<file path="config.mk">
export PLATFORM = sky130hd
export DESIGN_NAME = half_adder_reg_flat
export DESIGN_NICKNAME = d
export VERILOG_FILES = /design/src/rtl/half_adder_reg_if.sv /design/src/rtl/half_adder_reg.sv /design/src/flat_wrapper.sv
export SDC_FILE = /design/constraint.sdc
export NUM_CORES = 1
export LEC_CHECK = 0
export BUFFER_PORTS_ARGS = -buffer_cell sky130_fd_sc_hd__buf_2
export CORE_AREA = 4 4 41 43
export CTS_CLUSTER_SIZE = 24
export DETAILED_ROUTE_END_ITERATION = 10
export DIE_AREA = 0 0 45 47
export HOLD_SLACK_MARGIN = 0.1
export PLACE_DENSITY_LB_ADDON = 0.08
export SKIP_LAST_GASP = 1
export SLEW_MARGIN = 10
export SYNTH_ARGS = -nofsm -noshare
export SYNTH_HDL_FRONTEND = slang
export SYNTH_SLANG_ARGS = --single-unit
</file>
<file path="constraint.sdc">
create_clock -name clk -period 1.72 [get_ports clk]
set_input_delay 0.086 -clock clk [delete_from_list [all_inputs] [get_ports clk]]
set_output_delay 0.086 -clock clk [all_outputs]
set_load 0.02 [all_outputs]
</file>
<file path="src/rtl/half_adder_reg_if.sv">
// half_adder_reg_if -- operand/result bundle for the registered half adder.
//
// Signals:
//   in_valid  : a/b carry a valid operand set this cycle
//   a, b      : WIDTH-bit operands, one bit per lane
//   out_valid : sum/carry hold a freshly registered result
//   sum       : per-lane a XOR b
//   carry     : per-lane a AND b
//   any_carry : OR of registered carry lanes, qualified by out_valid
//   carry_cnt : saturating carry-event count (only with HALF_ADDER_REG_STATS_EN)
//
// Modports: master drives operands and observes results; slave is the adder.
interface half_adder_reg_if #(
  parameter int WIDTH = 1,
  parameter int CNT_W = 16
);
  logic             in_valid;
  logic [WIDTH-1:0] a;
  logic [WIDTH-1:0] b;
  logic             out_valid;
  logic [WIDTH-1:0] sum;
  logic [WIDTH-1:0] carry;
  logic             any_carry;
`ifdef HALF_ADDER_REG_STATS_EN
  logic [CNT_W-1:0] carry_cnt;

  modport master (
    output in_valid, a, b,
    input  out_valid, sum, carry, any_carry, carry_cnt
  );
  modport slave (
    input  in_valid, a, b,
    output out_valid, sum, carry, any_carry, carry_cnt
  );
`else
  modport master (
    output in_valid, a, b,
    input  out_valid, sum, carry, any_carry
  );
  modport slave (
    input  in_valid, a, b,
    output out_valid, sum, carry, any_carry
  );
`endif
endinterface

</file>
<file path="src/rtl/half_adder_reg.sv">
// half_adder_reg -- registered, vectorised half adder.
//
// WIDTH independent lanes each produce sum = a ^ b and carry = a & b,
// registered with one cycle of latency and a valid qualifier. Full
// throughput, no backpressure.
//
// Ports:
//   clk   : rising-edge clock
//   rst_n : synchronous active-low reset
//   bus   : half_adder_reg_if.slave (in_valid/a/b in, out_valid/sum/carry/
//           any_carry[/carry_cnt] out)
//
// Optional feature macro: HALF_ADDER_REG_STATS_EN
//   When defined, bus.carry_cnt counts registered results with at least one
//   carry lane, saturating at all-ones. When undefined, the counter is absent.
module half_adder_reg #(
  parameter int WIDTH = 1,
  parameter int CNT_W = 16
) (
  input  logic              clk,
  input  logic              rst_n,
  half_adder_reg_if.slave   bus
);

  // Elaboration-time legality of the configuration.
  if (WIDTH < 1 || WIDTH > 64) begin : g_bad_width
    $fatal(1, "half_adder_reg: WIDTH out of range 1..64");
  end
  if (CNT_W < 4 || CNT_W > 32) begin : g_bad_cnt_w
    $fatal(1, "half_adder_reg: CNT_W out of range 4..32");
  end

  // True when any lane of the operand pair would generate a carry.
  function automatic logic carry_any(input logic [WIDTH-1:0] x,
                                     input logic [WIDTH-1:0] y);
    carry_any = |(x & y);
  endfunction

  logic             out_valid_r;
  logic [WIDTH-1:0] sum_r;
  logic [WIDTH-1:0] carry_r;
  logic             any_carry_r;

  // Result registers: reset wins over in_valid; idle cycles keep sum/carry
  // stable and never look at a/b, so garbage operands cannot leak out.
  always_ff @(posedge clk) begin
    if (!rst_n) begin
      out_valid_r <= 1'b0;
      sum_r       <= {WIDTH{1'b0}};
      carry_r     <= {WIDTH{1'b0}};
      any_carry_r <= 1'b0;
    end else if (bus.in_valid) begin
      out_valid_r <= 1'b1;
      sum_r       <= bus.a ^ bus.b;
      carry_r     <= bus.a & bus.b;
      any_carry_r <= carry_any(bus.a, bus.b);
    end else begin
      out_valid_r <= 1'b0;
      sum_r       <= sum_r;
      carry_r     <= carry_r;
      any_carry_r <= 1'b0;
    end
  end

  assign bus.out_valid = out_valid_r;
  assign bus.sum       = sum_r;
  assign bus.carry     = carry_r;
  assign bus.any_carry = any_carry_r;

`ifdef HALF_ADDER_REG_STATS_EN
  logic [CNT_W-1:0] carry_cnt_r;

  // Carry-event counter: counts the same events that set any_carry, and
  // sticks at all-ones instead of wrapping.
  always_ff @(posedge clk) begin
    if (!rst_n) begin
      carry_cnt_r <= {CNT_W{1'b0}};
    end else if (bus.in_valid && carry_any(bus.a, bus.b) &&
                 (carry_cnt_r != {CNT_W{1'b1}})) begin
      carry_cnt_r <= carry_cnt_r + {{(CNT_W-1){1'b0}}, 1'b1};
    end else begin
      carry_cnt_r <= carry_cnt_r;
    end
  end

  assign bus.carry_cnt = carry_cnt_r;
`endif

endmodule

</file>
<file path="src/flat_wrapper.sv">
// flat-port wrapper written by rule: the top's interface ports become plain ports
module half_adder_reg_flat 
#(
  parameter int WIDTH = 1,
  parameter int CNT_W = 16
)
  (clk, rst_n, bus_in_valid, bus_a, bus_b, bus_out_valid, bus_sum, bus_carry, bus_any_carry);
  half_adder_reg_if #(.WIDTH(WIDTH), .CNT_W(CNT_W)) bus_i ();
  input  logic clk;
  input  logic rst_n;
  input wire logic [$bits(bus_i.in_valid)-1:0] bus_in_valid;
  input wire logic [$bits(bus_i.a)-1:0] bus_a;
  input wire logic [$bits(bus_i.b)-1:0] bus_b;
  output wire logic [$bits(bus_i.out_valid)-1:0] bus_out_valid;
  output wire logic [$bits(bus_i.sum)-1:0] bus_sum;
  output wire logic [$bits(bus_i.carry)-1:0] bus_carry;
  output wire logic [$bits(bus_i.any_carry)-1:0] bus_any_carry;
  assign bus_i.in_valid = bus_in_valid;
  assign bus_i.a = bus_a;
  assign bus_i.b = bus_b;
  assign bus_out_valid = bus_i.out_valid;
  assign bus_sum = bus_i.sum;
  assign bus_carry = bus_i.carry;
  assign bus_any_carry = bus_i.any_carry;
  half_adder_reg #(.WIDTH(WIDTH), .CNT_W(CNT_W)) u_core (.clk(clk), .rst_n(rst_n), .bus(bus_i));
endmodule
</file>
# Word level (Yosys, flattened, before mapping)
# Cells that the tools add are included.
word_totals:
  in_bits: 5
  register_bits: 4
  output_inout_bits: 4
op_classes:
  n_mux: 1
  bitwise: 2
  n_reduce_logical: 1
op_table:
  columns: ["operator", "n"]
  rows:
  - ["$reduce_and 2->1", 1]
  - ["$and 1x1->1", 1]
  - ["$mux 1", 1]
  - ["$xor 1x1->1", 1]

# Logic depth before layout (Yosys ltp)
logic_depth:
  depth_word: 1
  depth_mapped: 3

# Worst setup path before layout
# Ideal clock, no wire load.
synth_timing:
  path_type: "register to register"
  from: "reg, netlist name u_core.bus.carry"
  to: "reg u_core.carry_r, in the netlist u_core.bus.carry"
  slack_ns: 1.052
  required_time_ns: 1.655
  arrival_ns: 0.603
  synth_period_minus_slack_ns: 0.668
  stages_incl_launch_ff: 3
  n_path_buf: 0
  path_cell_list: "dfxtp_1 mux2i_1 nor2b_1"
synth_rtl:
  columns: ["element", "line_no", "source"]
  rows:
  - ["end signal: assignment", "half_adder_reg.sv:50", "carry_r <= {WIDTH{1'b0}};"]
  - ["end signal: assignment", "half_adder_reg.sv:55", "carry_r <= bus.a & bus.b;"]
  - ["end signal: assignment", "half_adder_reg.sv:60", "carry_r <= carry_r;"]
  - ["end: declaration", "half_adder_reg.sv:41", "logic [WIDTH-1:0] carry_r;"]

# Final worst setup path
layout_timing:
  from: "reg u_core.carry_r, in the netlist u_core.bus.carry"
  to: "out bus_carry"
layout_rtl:
  columns: ["element", "line_no", "source"]
  rows:
  - ["end: declaration", "flat_wrapper.sv:16", "output wire logic [$bits(bus_i.carry)-1:0] bus_carry;"]
# No word-level cell between the ends.

==> impl_metrics.xml <==
<?xml version="1.0" encoding="UTF-8"?>
<metrics>
  <group name="worst_setup_path">
    <metric name="crit_end_category" unit="">primary output</metric>
    <metric name="critical-path-top-delay-family" unit="">flip-flops</metric>
    <metric name="crit_chain" unit="">buf_2</metric>
    <metric name="worst-setup-path-type" unit="">reg2out</metric>
    <metric name="worstPathRequired" unit="ns">1.63</metric>
    <metric name="setup.worst_path.start_class" unit="">flip-flop</metric>
    <metric name="worstPathMaxFanout" unit="">2</metric>
    <metric name="worst-path-buf-inv" unit="">1</metric>
    <metric name="worst_path_largest_cell_delay" unit="ns">0.32</metric>
    <metric name="cp_data_arrival_time" unit="ns">0.71</metric>
    <metric name="critPathSlowestCell" unit="">dfxtp_1</metric>
  </group>
  <group name="placed_design">
    <metric name="dpl-instance-area" unit="um^2">199</metric>
    <metric name="portBuffers" unit="">8</metric>
    <metric name="globalplace.congestion" unit="">0.581</metric>
  </group>
  <group name="min_path">
    <metric name="worstHoldPathType" unit="">in2reg</metric>
  </group>
  <group name="logic_synthesis">
    <metric name="synthDistinctLibCells" unit="">6</metric>
    <metric name="post-synth-top-area-cell" unit="">dfxtp_1</metric>
    <metric name="synth_seq_area_share" unit="%">57.1</metric>
    <metric name="asyncSetResetFlopFracSynth" unit="%">0</metric>
    <metric name="syn-cell-area" unit="um^2">140</metric>
    <metric name="synth_top_cell_area_share" unit="%">57.1</metric>
    <metric name="warnings_from_yosys" unit="">0</metric>
    <metric name="edff_count_synth" unit="">0</metric>
    <metric name="synth.ff_latch_count" unit="">4</metric>
    <metric name="syn_area_per_cell" unit="um^2">12.7</metric>
    <metric name="ys_top_cells_by_count" unit="">dfxtp_1, mux2i_1, nor2b_1</metric>
    <metric name="mappedNetlistNets" unit="">17</metric>
    <metric name="synth_top_cells_by_area" unit="">dfxtp_1, mux2i_1, ha_1</metric>
    <metric name="most_common_cell_in_the_netlist" unit="">dfxtp_1</metric>
    <metric name="post_synth_inst_count" unit="">11</metric>
    <metric name="ys.flop_type" unit="">dfxtp_1</metric>
  </group>
  <group name="global_routing">
    <metric name="antenna_violations_before_repair" unit="">0</metric>
    <metric name="number_of_global_route_vias_before_repair" unit="">152</metric>
    <metric name="grt_max_degree" unit="">5</metric>
    <metric name="grt.total_usage" unit="%">4.58</metric>
    <metric name="first_pass_grt_wire_length" unit="um">579</metric>
    <metric name="globalRouteOverflowTotal" unit="">0</metric>
  </group>
  <group name="pwr">
    <metric name="p_sw" unit="uW">55.0</metric>
    <metric name="power_density" unit="nW/um^2">1100</metric>
    <metric name="design_power_total" unit="uW">243</metric>
    <metric name="cell_internal_power_dissipation" unit="uW">188</metric>
    <metric name="power_switching_share" unit="%">22.6</metric>
    <metric name="sequentialPowerShare" unit="%">40.8</metric>
    <metric name="leakage" unit="nW">0.114</metric>
    <metric name="share_clk_of_total_power" unit="%">48.7</metric>
    <metric name="vdd_ir_drop_max" unit="mV">0.203</metric>
    <metric name="comb_power_share" unit="%">10.5</metric>
  </group>
  <group name="die">
    <metric name="ios" unit="">9</metric>
    <metric name="core_area" unit="um^2">1300</metric>
    <metric name="initial_core_util" unit="%">10.8</metric>
    <metric name="die_w" unit="um">45</metric>
    <metric name="die-area" unit="um^2">2120</metric>
    <metric name="floorplan.die.height" unit="um">47</metric>
    <metric name="core.rowCount" unit="">13</metric>
  </group>
  <group name="timing">
    <metric name="hold_violations" unit="">0</metric>
    <metric name="setup_repair_after_global_routing_missed_its_margin" unit="">false</metric>
    <metric name="worst_slew_pin_slew" unit="ns">0.116</metric>
    <metric name="period_minus_slack" unit="ns">0.799</metric>
    <metric name="timing.max_slew.rel_slack" unit="%">92.0</metric>
    <metric name="timing.final.max_slew_violations" unit="">0</metric>
    <metric name="fin_skew" unit="ns">0</metric>
    <metric name="setup-tns-final" unit="ns">0</metric>
    <metric name="clock.fmax" unit="MHz">1250</metric>
    <metric name="final.period_utilization" unit="%">46.4</metric>
    <metric name="finalSetupViolCount" unit="">0</metric>
  </group>
  <group name="drt">
    <metric name="route.detailed.wl_per_inst" unit="um">8.97</metric>
    <metric name="detailroute.wirelength.met2" unit="um">159</metric>
    <metric name="vias_per_cell" unit="">3.19</metric>
    <metric name="routed_wirelength" unit="um">332</metric>
    <metric name="drcViolationCount" unit="">0</metric>
    <metric name="met3_wirelength" unit="um">40</metric>
    <metric name="number_of_nets_with_antenna_violations_after_detailed_routing" unit="">0</metric>
    <metric name="drtIter0Drc" unit="">0</metric>
    <metric name="first_pass_iters" unit="">1</metric>
    <metric name="route.top_layer_used" unit="">met4</metric>
    <metric name="route.vias.total" unit="">118</metric>
    <metric name="wl_met1" unit="um">121</metric>
  </group>
  <group name="layout">
    <metric name="syn2layout_area_growth" unit="%">58.0</metric>
    <metric name="final_net_count" unit="">30</metric>
    <metric name="finish.instance_area" unit="um^2">221</metric>
    <metric name="layout_cell_share_with_drive_strength_beyond_1" unit="%">59.1</metric>
    <metric name="antenna_cells" unit="">0</metric>
    <metric name="utilization" unit="%">17.0</metric>
  </group>
  <group name="clock_tree">
    <metric name="clock_h_tree_levels" unit="">1</metric>
    <metric name="max-clock-path-buffers" unit="">2</metric>
    <metric name="cts.reportedPaths.clkPinSlew" unit="ns">0.04</metric>
    <metric name="cts-buffers-inserted" unit="">3</metric>
    <metric name="clk-insertion-delay-late" unit="ns">0.23</metric>
    <metric name="cts_root_buffer" unit="">clkbuf_4</metric>
    <metric name="post_cts_resize_count" unit="">0</metric>
    <metric name="cts_tree" unit="">built</metric>
    <metric name="post-cts-setup-buffer-count" unit="">0</metric>
    <metric name="clock_sink_count" unit="">4</metric>
    <metric name="cts_hold_repair.buffers" unit="">0</metric>
  </group>
  <group name="outcome">
    <metric name="run_status" unit="">finished, final reports clean</metric>
  </group>
  <group name="flow_run">
    <metric name="drv.max_cap_violation_count" unit="">0</metric>
  </group>
</metrics>
-- flip-flops by register name (all words and copies together) (netlist names) --
name                  cells
u_core.bus.any_carry      1
u_core.bus.sum            1
u_core.bus.carry          1
u_core.bus.out_valid      1
-- placed cells by master (no fill, tap or decap) --
cell type and count:
ha_1 1, and3_2 1, dfxtp_1 4, mux2i_1 2, nor2b_1 2, buf_2 8
clkbuf_4 3, and2_2 1
-- metrics by stage --
| step | instances | setup slack, ns | hold WS (ns) |
|---|---|---|---|
| 2_1_floorplan | 11 | 1.05 | 0.214 |
| 3_3_place_gp | 34 | 0.965 | 0.359 |
| 3_5_place_dp | 34 | 0.954 | 0.357 |
| 4_1_cts | 37 | 0.904 | 0.113 |
| 5_1_grt | 37 | 0.881 | 0.130 |
| 6_report | 37 | 0.921 | 0.112 |
-- cell type report --
type                            instances  area (um^2)
Fill cell                             162         1080
Multi-Input combinational cell          7         60.1
Sequential cell                         4         80.1
Timing Repair Buffer                    8         40.0
Tap cell                               15         18.8
Clock buffer                            3         22.5
-- cells by family after synthesis --
family | after synthesis | share of synthesized area (%)
simple gates | 4 | 19.6
fa+ha+maj | 1 | 8.93
flops | 4 | 57.1
mux | 2 | 14.3
-- final timing paths --
kind,end,cells after the start,start,slack (ns)
setup / recovery,bus_carry,1,u_core.bus.carry$_SDFFE_PN0P_,0.92
hold / removal,u_core.bus.out_valid$_SDFF_PN0_,2,rst_n,0.11
setup reg to reg,u_core.bus.carry$_SDFFE_PN0P_,2,u_core.bus.carry$_SDFFE_PN0P_,1.14
hold reg to reg,u_core.bus.sum$_SDFFE_PN0P_,2,u_core.bus.sum$_SDFFE_PN0P_,0.51
-- metal layers --
| metal | up-vias | global-route usage, % |
|---|---|---|
| met5 | - | 0 |
| met4 | 0 | 8.77 |
| met3 | 2 | 2.68 |
| met2 | 5 | 5.65 |
| met1 | 50 | 3.64 |
| li1 | 61 | - |
-- power by group through the flow --
stage,clock network (mW),logic [mW],registers [mW]
6_report,0.118,0.0255,0.0992
5_1_grt,0.130,0.0288,0.0999
4_1_cts,0.126,0.0263,0.0992
2_1_floorplan,0,0.00794,0.107
3_5_place_dp,0,0.0263,0.101
3_3_place_gp,0,0.0261,0.101
No activity file was read; power rests on OpenSTA's default activity.
